===== config.mk =====
export PLATFORM = sky130hd
export DESIGN_NAME = bram_rd_stream
export DESIGN_NICKNAME = d
export VERILOG_FILES = /design/src/rtl/bram_rd_stream.sv
export SDC_FILE = /design/constraint.sdc
export NUM_CORES = 1
export LEC_CHECK = 0
export CORE_MARGIN = 2
export CORE_UTILIZATION = 40
export DETAILED_ROUTE_END_ITERATION = 12
export PLACE_DENSITY = 0.71
export REMOVE_ABC_BUFFERS = 1
export SYNTH_ARGS = -nofsm -noshare
export SYNTH_HDL_FRONTEND = slang
export SYNTH_SLANG_ARGS = --single-unit

===== constraint.sdc =====
create_clock -name clk -period 3.5 [get_ports clk]
set_input_delay 0.7 -clock clk [delete_from_list [all_inputs] [get_ports clk]]
set_output_delay 0.7 -clock clk [all_outputs]
set_load 0.02 [all_outputs]

===== src/rtl/bram_rd_stream.sv =====
// bram_rd_stream
//   Replays a block of `len` words starting at `base` from a one-cycle-latency
//   BRAM read port as a valid/ready stream with full backpressure. Reads are
//   issued only while the 4-entry output FIFO plus in-flight reads has room,
//   so the FIFO can never overflow.
//
// Optional feature macro: BRAM_RD_STREAM_LAST_EN (adds m_last output).
//
// Ports
//   clk       clock (also clocks the RAM port)
//   rst       synchronous reset, active-high
//   start     1-cycle command pulse; ignored while busy
//   base      first word address
//   len       word count, 0..2**G_ADDR
//   busy      command in progress
//   done      1-cycle pulse after the final beat is accepted (or after len=0)
//   ram_addr  registered RAM read address
//   ram_dout  RAM registered read data, valid one cycle after ram_addr
//   m_valid / m_ready / m_data   output stream
//   m_last    (BRAM_RD_STREAM_LAST_EN only) final beat of the command

module bram_rd_stream #(
   parameter int unsigned G_ADDR  = 6,
   parameter int unsigned G_WIDTH = 16
) (
   input  logic               clk,
   input  logic               rst,
   input  logic               start,
   input  logic [G_ADDR-1:0]  base,
   input  logic [G_ADDR:0]    len,
   output logic               busy,
   output logic               done,
   output logic [G_ADDR-1:0]  ram_addr,
   input  logic [G_WIDTH-1:0] ram_dout,
   output logic               m_valid,
   input  logic               m_ready,
   output logic [G_WIDTH-1:0] m_data
`ifdef BRAM_RD_STREAM_LAST_EN
   ,
   output logic               m_last
`endif
);

   localparam logic [1:0] StIdle  = 2'd0;
   localparam logic [1:0] StRun   = 2'd1;
   localparam logic [1:0] StDrain = 2'd2;

   logic [1:0]         state_q, state_d;
   logic [G_ADDR-1:0]  ram_addr_q, ram_addr_d;
   logic [G_ADDR:0]    issue_rem_q, issue_rem_d;  // reads still to issue
   logic [G_ADDR:0]    beat_rem_q, beat_rem_d;    // beats still to hand over
   logic               done_q, done_d;
   // v1: address on the RAM port this cycle; v2: ram_dout holds a wanted word
   logic               v1_q, v1_d, v2_q, v2_d;

   logic [G_WIDTH-1:0] mem_q [4];
   logic [G_WIDTH-1:0] mem_d [4];
   logic [1:0]         wr_ptr_q, wr_ptr_d, rd_ptr_q, rd_ptr_d;
   logic [2:0]         cnt_q, cnt_d;

   logic               push, pop;
   logic [3:0]         occ;

`ifdef BRAM_RD_STREAM_LAST_EN
   logic               l1_q, l1_d, l2_q, l2_d;
   logic [3:0]         last_mem_q, last_mem_d;
`endif

   assign push = v2_q;
   assign pop  = (cnt_q != 3'd0) && m_ready;
   // Words that will occupy the FIFO once every outstanding read lands.
   assign occ  = {1'b0, cnt_q} + {3'b000, v1_q} + {3'b000, v2_q};

   always_comb begin
      state_d     = state_q;
      ram_addr_d  = ram_addr_q;
      issue_rem_d = issue_rem_q;
      beat_rem_d  = beat_rem_q;
      done_d      = 1'b0;
      v1_d        = 1'b0;
      v2_d        = v1_q;
`ifdef BRAM_RD_STREAM_LAST_EN
      l1_d        = 1'b0;
      l2_d        = l1_q;
`endif

      if (pop) begin
         beat_rem_d = beat_rem_q - (G_ADDR+1)'(1);
      end

      case (state_q)
         StIdle: begin
            if (start) begin
               if (len == '0) begin
                  done_d = 1'b1;
               end else begin
                  // First read goes out on the accepting edge.
                  ram_addr_d  = base;
                  v1_d        = 1'b1;
                  issue_rem_d = len - (G_ADDR+1)'(1);
                  beat_rem_d  = len;
                  state_d     = (len == (G_ADDR+1)'(1)) ? StDrain : StRun;
`ifdef BRAM_RD_STREAM_LAST_EN
                  l1_d        = (len == (G_ADDR+1)'(1));
`endif
               end
            end
         end
         StRun: begin
            if (occ < 4'd4) begin
               ram_addr_d  = ram_addr_q + G_ADDR'(1);
               v1_d        = 1'b1;
               issue_rem_d = issue_rem_q - (G_ADDR+1)'(1);
               if (issue_rem_q == (G_ADDR+1)'(1)) begin
                  state_d = StDrain;
`ifdef BRAM_RD_STREAM_LAST_EN
                  l1_d    = 1'b1;
`endif
               end
            end
         end
         StDrain: begin
            if (pop && beat_rem_q == (G_ADDR+1)'(1)) begin
               state_d = StIdle;
               done_d  = 1'b1;
            end
         end
         default: state_d = StIdle;
      endcase
   end

   // Output FIFO; simultaneous push and pop leaves the count unchanged.
   always_comb begin
      mem_d    = mem_q;
      wr_ptr_d = wr_ptr_q;
      rd_ptr_d = rd_ptr_q;
      cnt_d    = cnt_q + {2'b00, push} - {2'b00, pop};
`ifdef BRAM_RD_STREAM_LAST_EN
      last_mem_d = last_mem_q;
`endif
      if (push) begin
         mem_d[wr_ptr_q] = ram_dout;
         wr_ptr_d        = wr_ptr_q + 2'd1;
`ifdef BRAM_RD_STREAM_LAST_EN
         last_mem_d[wr_ptr_q] = l2_q;
`endif
      end
      if (pop) begin
         rd_ptr_d = rd_ptr_q + 2'd1;
      end
   end

   always_ff @(posedge clk) begin
      if (rst) begin
         state_q     <= StIdle;
         ram_addr_q  <= '0;
         issue_rem_q <= '0;
         beat_rem_q  <= '0;
         done_q      <= 1'b0;
         v1_q        <= 1'b0;
         v2_q        <= 1'b0;
         wr_ptr_q    <= 2'd0;
         rd_ptr_q    <= 2'd0;
         cnt_q       <= 3'd0;
         for (int i = 0; i < 4; i++) begin
            mem_q[i] <= '0;
         end
      end else begin
         state_q     <= state_d;
         ram_addr_q  <= ram_addr_d;
         issue_rem_q <= issue_rem_d;
         beat_rem_q  <= beat_rem_d;
         done_q      <= done_d;
         v1_q        <= v1_d;
         v2_q        <= v2_d;
         wr_ptr_q    <= wr_ptr_d;
         rd_ptr_q    <= rd_ptr_d;
         cnt_q       <= cnt_d;
         mem_q       <= mem_d;
      end
   end

`ifdef BRAM_RD_STREAM_LAST_EN
   always_ff @(posedge clk) begin
      if (rst) begin
         l1_q       <= 1'b0;
         l2_q       <= 1'b0;
         last_mem_q <= 4'd0;
      end else begin
         l1_q       <= l1_d;
         l2_q       <= l2_d;
         last_mem_q <= last_mem_d;
      end
   end

   assign m_last = m_valid && last_mem_q[rd_ptr_q];
`endif

   assign busy     = (state_q != StIdle);
   assign done     = done_q;
   assign ram_addr = ram_addr_q;
   assign m_valid  = (cnt_q != 3'd0);
   assign m_data   = mem_q[rd_ptr_q];

endmodule


==> results of run 1 <==
[worst max-delay path by stage]
| stage | startpoint | endpoint | slack [ns] | cells after the start |
|---|---|---|---|---|
| after CTS | rd_ptr_q[1] | m_data[14] | 0.51 | 3 |
| after detailed placement | len[3] | issue_rem_q[5] | 0.59 | 6 |
| final | rd_ptr_q[1] | m_data[9] | 0.56 | 3 |
| after floorplan | m_ready | cnt_q[2] | 1.24 | 9 |
| after global placement | len[3] | issue_rem_q[5] | 0.67 | 6 |
| after global routing | rd_ptr_q[1] | m_data[14] | 0.45 | 3 |
[sequential cells by signal, summed over array words and instances (netlist names)]
name,cells
v1_q,1
issue_rem_q,7
push,1
ram_addr,6
state_q,2
done,1
beat_rem_q,7
rd_ptr_q,2
cnt_q,3
mem_q,64
wr_ptr_q,2
[Yosys cell counts (all sizes together) (3+ instances only)]
master	count
nand2	150
dfxtp	96
a21oi	83
clkbuf	25
nor2	24
inv	17
ha	16
mux4	16
nand3	12
nor3	12
buf	8
o21ai	8
xnor2	8
xor2	7
nand2b	6
a22o	4
and2	4
nor4	4
o31ai	4
a32o	3
o32ai	3
or3	3
[tightest hold or removal path, delay by kind of cell, from the launching register on]
family          cells  cell delay (ns)
flops               1             0.31
simple gates        1             0.05
compound gates      1             0.05
[power groups by stage]
| stage | Clock, W | Sequential [W] | Combinational, W |
|---|---|---|---|
| 3_5_place_dp | 0 | 0.00132 | 0.000852 |
| 3_3_place_gp | 0 | 0.00132 | 0.000830 |
| 4_1_cts | 0.000956 | 0.00130 | 0.000856 |
| 5_1_grt | 0.000998 | 0.00131 | 0.000938 |
| 2_1_floorplan | 0 | 0.00134 | 0.000511 |
| 6_report | 0.000937 | 0.00130 | 0.000848 |
[stage by stage]
step / setup WS (ns) / utilization / power [W]
final: 0.560 / 0.499 / 0.00308
after global routing: 0.453 / 0.499 / 0.00325
after CTS: 0.512 / 0.499 / 0.00311
after detailed placement: 0.586 / 0.474 / 0.00218
after global placement: 0.673 / 0.474 / 0.00215
after floorplan: 1.24 / - / 0.00185
[layout make-up]
class / instances / area (um2) / share of cell area
multi-input combinational: 391 / 2400 / 0.440
sequential: 96 / 1920 / 0.352
timing repair buffer: 63 / 611 / 0.112
clock buffer: 10 / 229 / 0.0419
tap: 140 / 175 / 0.0321
inverter: 18 / 67.6 / 0.0124
clock inverter: 6 / 53.8 / 0.00985
[per-layer routing]
| metal | routed length [um] | GRT usage | vias up |
|---|---|---|---|
| li1 | - | - | 1917 |
| met1 | 4810 | 0.215 | 1827 |
| met2 | 5410 | 0.309 | 89 |
| met3 | 489 | 0.0461 | 19 |
| met4 | 212 | 0.0600 | 0 |
| met5 | 0 | 0 | - |
[logic make-up (layout without fill, tap and decap cells)]
group | count (synthesis) | after routing | share of synthesized area
buf+inv | 51 | 97 | 0.0469
mux | 18 | 18 | 0.0838
fa+ha+maj | 17 | 17 | 0.0485
simple gates | 225 | 225 | 0.211
flops | 96 | 96 | 0.423
compound gates | 116 | 116 | 0.157
xor+xnor | 15 | 15 | 0.0290
==> results.py, run 1 <==
metrics = {
    "clock_network": {
        "cts-root-buf": "clkbuf_16",
        "cts.sinks": 96,
        "cts_made_buffers": 9,
        "cts_buffer_depth": 2,
        "cts_hold_buffers": 0,
        "clk_latency_ns": 0.34,
        "clk_pin_slew_ns": 0.07,
        "cts_tree": "yes",
        "post_cts_buffers": 0,
        "htree_levels": 3,
        "cts-resized-gates": 0,
    },
    "power_and_ir_drop": {
        "switching_power_w": 0.00102,
        "p_int_w": 0.00207,
        "p_clk_frac": 0.304,
        "power_density_mw_per_mm2": 565,
        "combPwrFrac": 0.275,
        "peakVddDrop_v": 0.000320,
        "p_leak_nw": 1.88,
        "seqPwrFrac": 0.422,
        "swShare": 0.330,
    },
    "worst_setup_path": {
        "crit_arrival_ns": 2.24,
        "rr_worst_depth": 9,
        "r2r_end": "cnt_q[2]",
        "start_kind": "flop",
        "critPathTopFamily": "buffers and inverters",
        "critPathKind": "reg -> out",
        "rrSetupSlack_ns": 1.20,
        "path_cells": "buf_4 -> mux4_2 -> clkdlybuf4s50_1",
        "critPathBufInv": 2,
        "rr_startpoint": "cnt_q[1]",
        "required_ns": 2.80,
        "crit_slowest_cell": "mux4_2",
        "max_stage_delay_ns": 0.56,
        "critPathMaxFanout": 15,
        "cp-end-kind": "output port",
    },
    "final_layout": {
        "layout-drive-gt1-share": 0.0856,
        "antennaDiodeCount": 0,
        "mostFrequentLayoutCell": "nand2_1",
        "final_cell_mix": "150 x nand2_1, 96 x dfxtp_1, 80 x a21oi_1",
        "final_cell_area_mm2": 0.00546,
        "syn_to_final_growth_pct": 20.3,
        "fillers": 1049,
        "fin_nets": 629,
        "fin_cells": 724,
    },
    "floorplan": {
        "boundaryPins": 58,
        "start_util": 0.415,
        "die_h_um": 111,
        "coreArea_mm2": 0.0109,
        "die-area_mm2": 0.0122,
        "fp.dieW_um": 111,
        "num_rows": 38,
    },
    "synthesis": {
        "synthTopCellsByArea": "dfxtp_1 42%, nand2_1 12%, a21oi_1 8.8%",
        "netlist_area_mm2": 0.00454,
        "synth-edff-count": 0,
        "yosysTopAreaCellShare": 0.423,
        "yosys.area.top_type": "dfxtp_1",
        "syn-instance-count": 538,
        "syn_avg_cell_area_um2": 8.44,
        "yosysWarnings": 0,
        "ys_ff_latch": 96,
        "yosysSeqAreaShare": 0.423,
        "yosysUniqueCellTypes": 50,
        "synthArstFlopShare": 0,
        "ys.flop_type": "dfxtp_1",
    },
    "grt": {
        "first_global_vias": 3797,
        "grt_max_degree": 53,
        "grt_pass1_wl_mm": 17.9,
        "antenna_found_initial": 0,
        "grt.overflow.total": 0,
        "grt.total_usage": 0.178,
    },
    "worst_hold_path": {
        "whs_path_depth": 2,
        "hold_start": "mem_q[38]",
        "min_path_type": "reg -> reg",
        "min_to": "mem_q[38]",
    },
    "route": {
        "drtIter0Drc": 144,
        "drc": 0,
        "routedWlPerCell_um": 15.1,
        "routed_wl_mm": 10.9,
        "vias_per_cell": 5.32,
        "drtPass1Iterations": 4,
        "route.vias.total": 3852,
        "ant_nets": 0,
    },
    "sta": {
        "rsz0062_at_grt": "false",
        "whs_ns": 0.455,
        "fmax_ghz": 0.340,
        "final.period_utilization": 0.840,
        "fin_crit_ns": 2.94,
        "timing_hold_violations_final": 0,
        "skew_ns": 0.00417,
        "tightestPinTransition_ns": 0.738,
        "max_slew_margin": 0.508,
        "final-setup-viol-count": 0,
        "slew_violations": 0,
        "fin_tns_setup_ns": 0,
    },
    "place": {
        "placedCellCount": 708,
        "dp_hpwl_mm": 7.41,
        "placed_cell_area_mm2": 0.00518,
        "gp_congestion": 0.888,
        "numPortBuffers": 57,
    },
    "status": {
        "status": "complete, no violations",
    },
    "run": {
        "drv_cap": 0,
    },
}
(Power assumes the default switching activity.)
==> run 2: changes to the inputs <==
--- a/config.mk
+++ b/config.mk
@@ -8,7 +8,7 @@
 export CORE_MARGIN = 2
 export CORE_UTILIZATION = 40
 export DETAILED_ROUTE_END_ITERATION = 12
-export PLACE_DENSITY = 0.71
+export PLACE_DENSITY = 0.73
 export REMOVE_ABC_BUFFERS = 1
 export SYNTH_ARGS = -nofsm -noshare
 export SYNTH_HDL_FRONTEND = slang
==> constraint.sdc (replaced) <==
create_clock -name clk -period 2.7 [get_ports clk]
set_input_delay 0.54 -clock clk [delete_from_list [all_inputs] [get_ports clk]]
set_output_delay 0.54 -clock clk [all_outputs]
set_load 0.02 [all_outputs]
==> results.py, run 2 (same netlist as run 1, synthesis figures left out) <==
metrics = {
    "route": {
        "drc": 0,
        "routedWlPerCell_um": 14.9,
        "routed_wl_mm": 10.9,
        "vias_per_cell": 5.38,
        "drtPass1Iterations": 6,
        "ant_nets": 0,
        "route.vias.total": 3935,
        "drtIter0Drc": 212,
    },
    "grt": {
        "antenna_found_initial": 0,
        "grt.overflow.total": 0,
        "first_global_vias": 3901,
        "grt_pass1_wl_mm": 18.2,
        "grt_max_degree": 42,
        "grt.total_usage": 0.179,
    },
    "worst_setup_path": {
        "start_kind": "flop",
        "critPathKind": "reg -> out",
        "crit_arrival_ns": 2.04,
        "required_ns": 2.16,
        "cp-end-kind": "output port",
        "critPathMaxFanout": 13,
    },
    "sta": {
        "slew_violations": 0,
        "skew_ns": 0.00614,
        "timing_hold_violations_final": 0,
        "final-setup-viol-count": 0,
        "tightestPinTransition_ns": 0.731,
        "fin_crit_ns": 2.58,
        "fmax_ghz": 0.387,
        "final.period_utilization": 0.956,
        "max_slew_margin": 0.513,
        "fin_tns_setup_ns": 0,
        "rsz0062_at_grt": "false",
    },
    "clock_network": {
        "cts_tree": "yes",
        "post_cts_buffers": 0,
        "clk_latency_ns": 0.34,
        "clk_pin_slew_ns": 0.07,
        "cts_buffer_depth": 2,
        "cts_made_buffers": 9,
        "htree_levels": 3,
        "cts.sinks": 96,
        "cts-root-buf": "clkbuf_16",
    },
    "final_layout": {
        "fin_nets": 637,
        "syn_to_final_growth_pct": 21.5,
        "fin_cells": 731,
        "regMostFlops": "mem_q",
        "antennaDiodeCount": 0,
        "top_regs": "mem_q: 64 flops, beat_rem_q: 7 flops, issue_rem_q: 7 flops",
        "layout-drive-gt1-share": 0.0981,
        "largest_register_ff_count": 64,
        "mostFrequentLayoutCell": "nand2_1",
        "final_cell_mix": "150 x nand2_1, 95 x dfxtp_1, 80 x a21oi_1",
    },
    "floorplan": {
        "start_util": 0.415,
        "fp.dieW_um": 111,
        "die_h_um": 111,
        "coreArea_mm2": 0.0109,
        "die-area_mm2": 0.0122,
        "num_rows": 38,
        "boundaryPins": 58,
    },
    "power_and_ir_drop": {
        "peakVddDrop_v": 0.000482,
        "p_leak_nw": 1.93,
        "p_clk_frac": 0.296,
        "seqPwrFrac": 0.425,
        "switching_power_w": 0.00128,
        "p_int_w": 0.00271,
        "power_density_mw_per_mm2": 722,
        "combPwrFrac": 0.279,
        "swShare": 0.320,
    },
    "place": {
        "numPortBuffers": 57,
        "placedCellCount": 716,
        "dp_hpwl_mm": 7.64,
        "gp_congestion": 0.864,
    },
    "worst_hold_path": {
        "min_path_type": "reg -> reg",
    },
    "status": {
        "status": "complete, no violations",
    },
    "run": {
        "drv_cap": 0,
    },
}
==> run 2: cell types whose count changed in the layout (fill, tap and decap cells not counted) <==
| cell | previous run | this run |
|---|---|---|
| inv_6 | 0 | 1 |
| dfxtp_1 | 96 | 95 |
| inv_8 | 2 | 0 |
| clkinv_2 | 0 | 1 |
| clkinvlp_4 | 3 | 1 |
| buf_4 | 6 | 14 |
| clkbuf_8 | 0 | 1 |
| dfxtp_2 | 0 | 1 |
==> run 2: power by group through the flow <==
stage                     clock network [W]  registers, W  logic [W]
after floorplan                           0       0.00173   0.000663
after global placement                    0       0.00171    0.00109
after detailed placement                  0       0.00172    0.00111
after CTS                           0.00121       0.00169    0.00112
after global routing                0.00125       0.00171    0.00122
final                               0.00118       0.00169    0.00111
==> run 2: area by class of cell <==
| type | count | area, um2 |
|---|---|---|
| clock buffers | 11 | 243 |
| multi-input cells | 391 | 2400 |
| repair buffers | 71 | 671 |
| fillers | 1016 | 5420 |
| inverters | 18 | 67.6 |
| clock inverters | 4 | 30.0 |
| flip-flops and latches | 96 | 1920 |
| well taps | 140 | 175 |
==> run 2: critical path, cell delays in order, from the launching register on <==
cell,delay (ns)
dfxtp_1,0.32
buf_4,0.27
mux4_2,0.55
clkdlybuf4s50_1,0.56
==> run 2: worst paths after layout <==
| check | startpoint | endpoint | slack, ns | cells after the start |
|---|---|---|---|---|
| min reg2reg | mem_q[23] | mem_q[23] | 0.45 | 2 |
| min | mem_q[23] | mem_q[23] | 0.45 | 2 |
| max reg2reg | cnt_q[1] | cnt_q[2] | 0.41 | 9 |
| max | rd_ptr_q[1] | m_data[13] | 0.12 | 3 |
==> run 2: per-layer routing <==
metal  global-route usage  part of all wire  vias up  wire length, um
li1                     -                 -     1940                -
met1                0.213              0.43     1852             4720
met2                0.316              0.50      130             5430
met3               0.0412             0.054       13              591
met4               0.0650             0.014        0              156
met5                    0                 0        -                0
==> run 2: timing repair <==
action,4_1_cts,5_1_grt
gates resized for setup,0,1
endpoints found under the setup margin,0,4
hold buffers,0,0
==> run 2: per-stage QoR <==
stage	hold slack, ns	worst slack, ns	utilization	instance area, um2	total power [W]
final	0.455	0.118	0.504	5510	0.00398
after floorplan	0.427	0.496	-	4390	0.00239
after global routing	0.474	0.0160	0.504	5510	0.00418
after detailed placement	0.446	0.165	0.479	5240	0.00283
after CTS	0.456	0.0390	0.504	5510	0.00401
after global placement	0.438	0.245	0.479	5240	0.00280
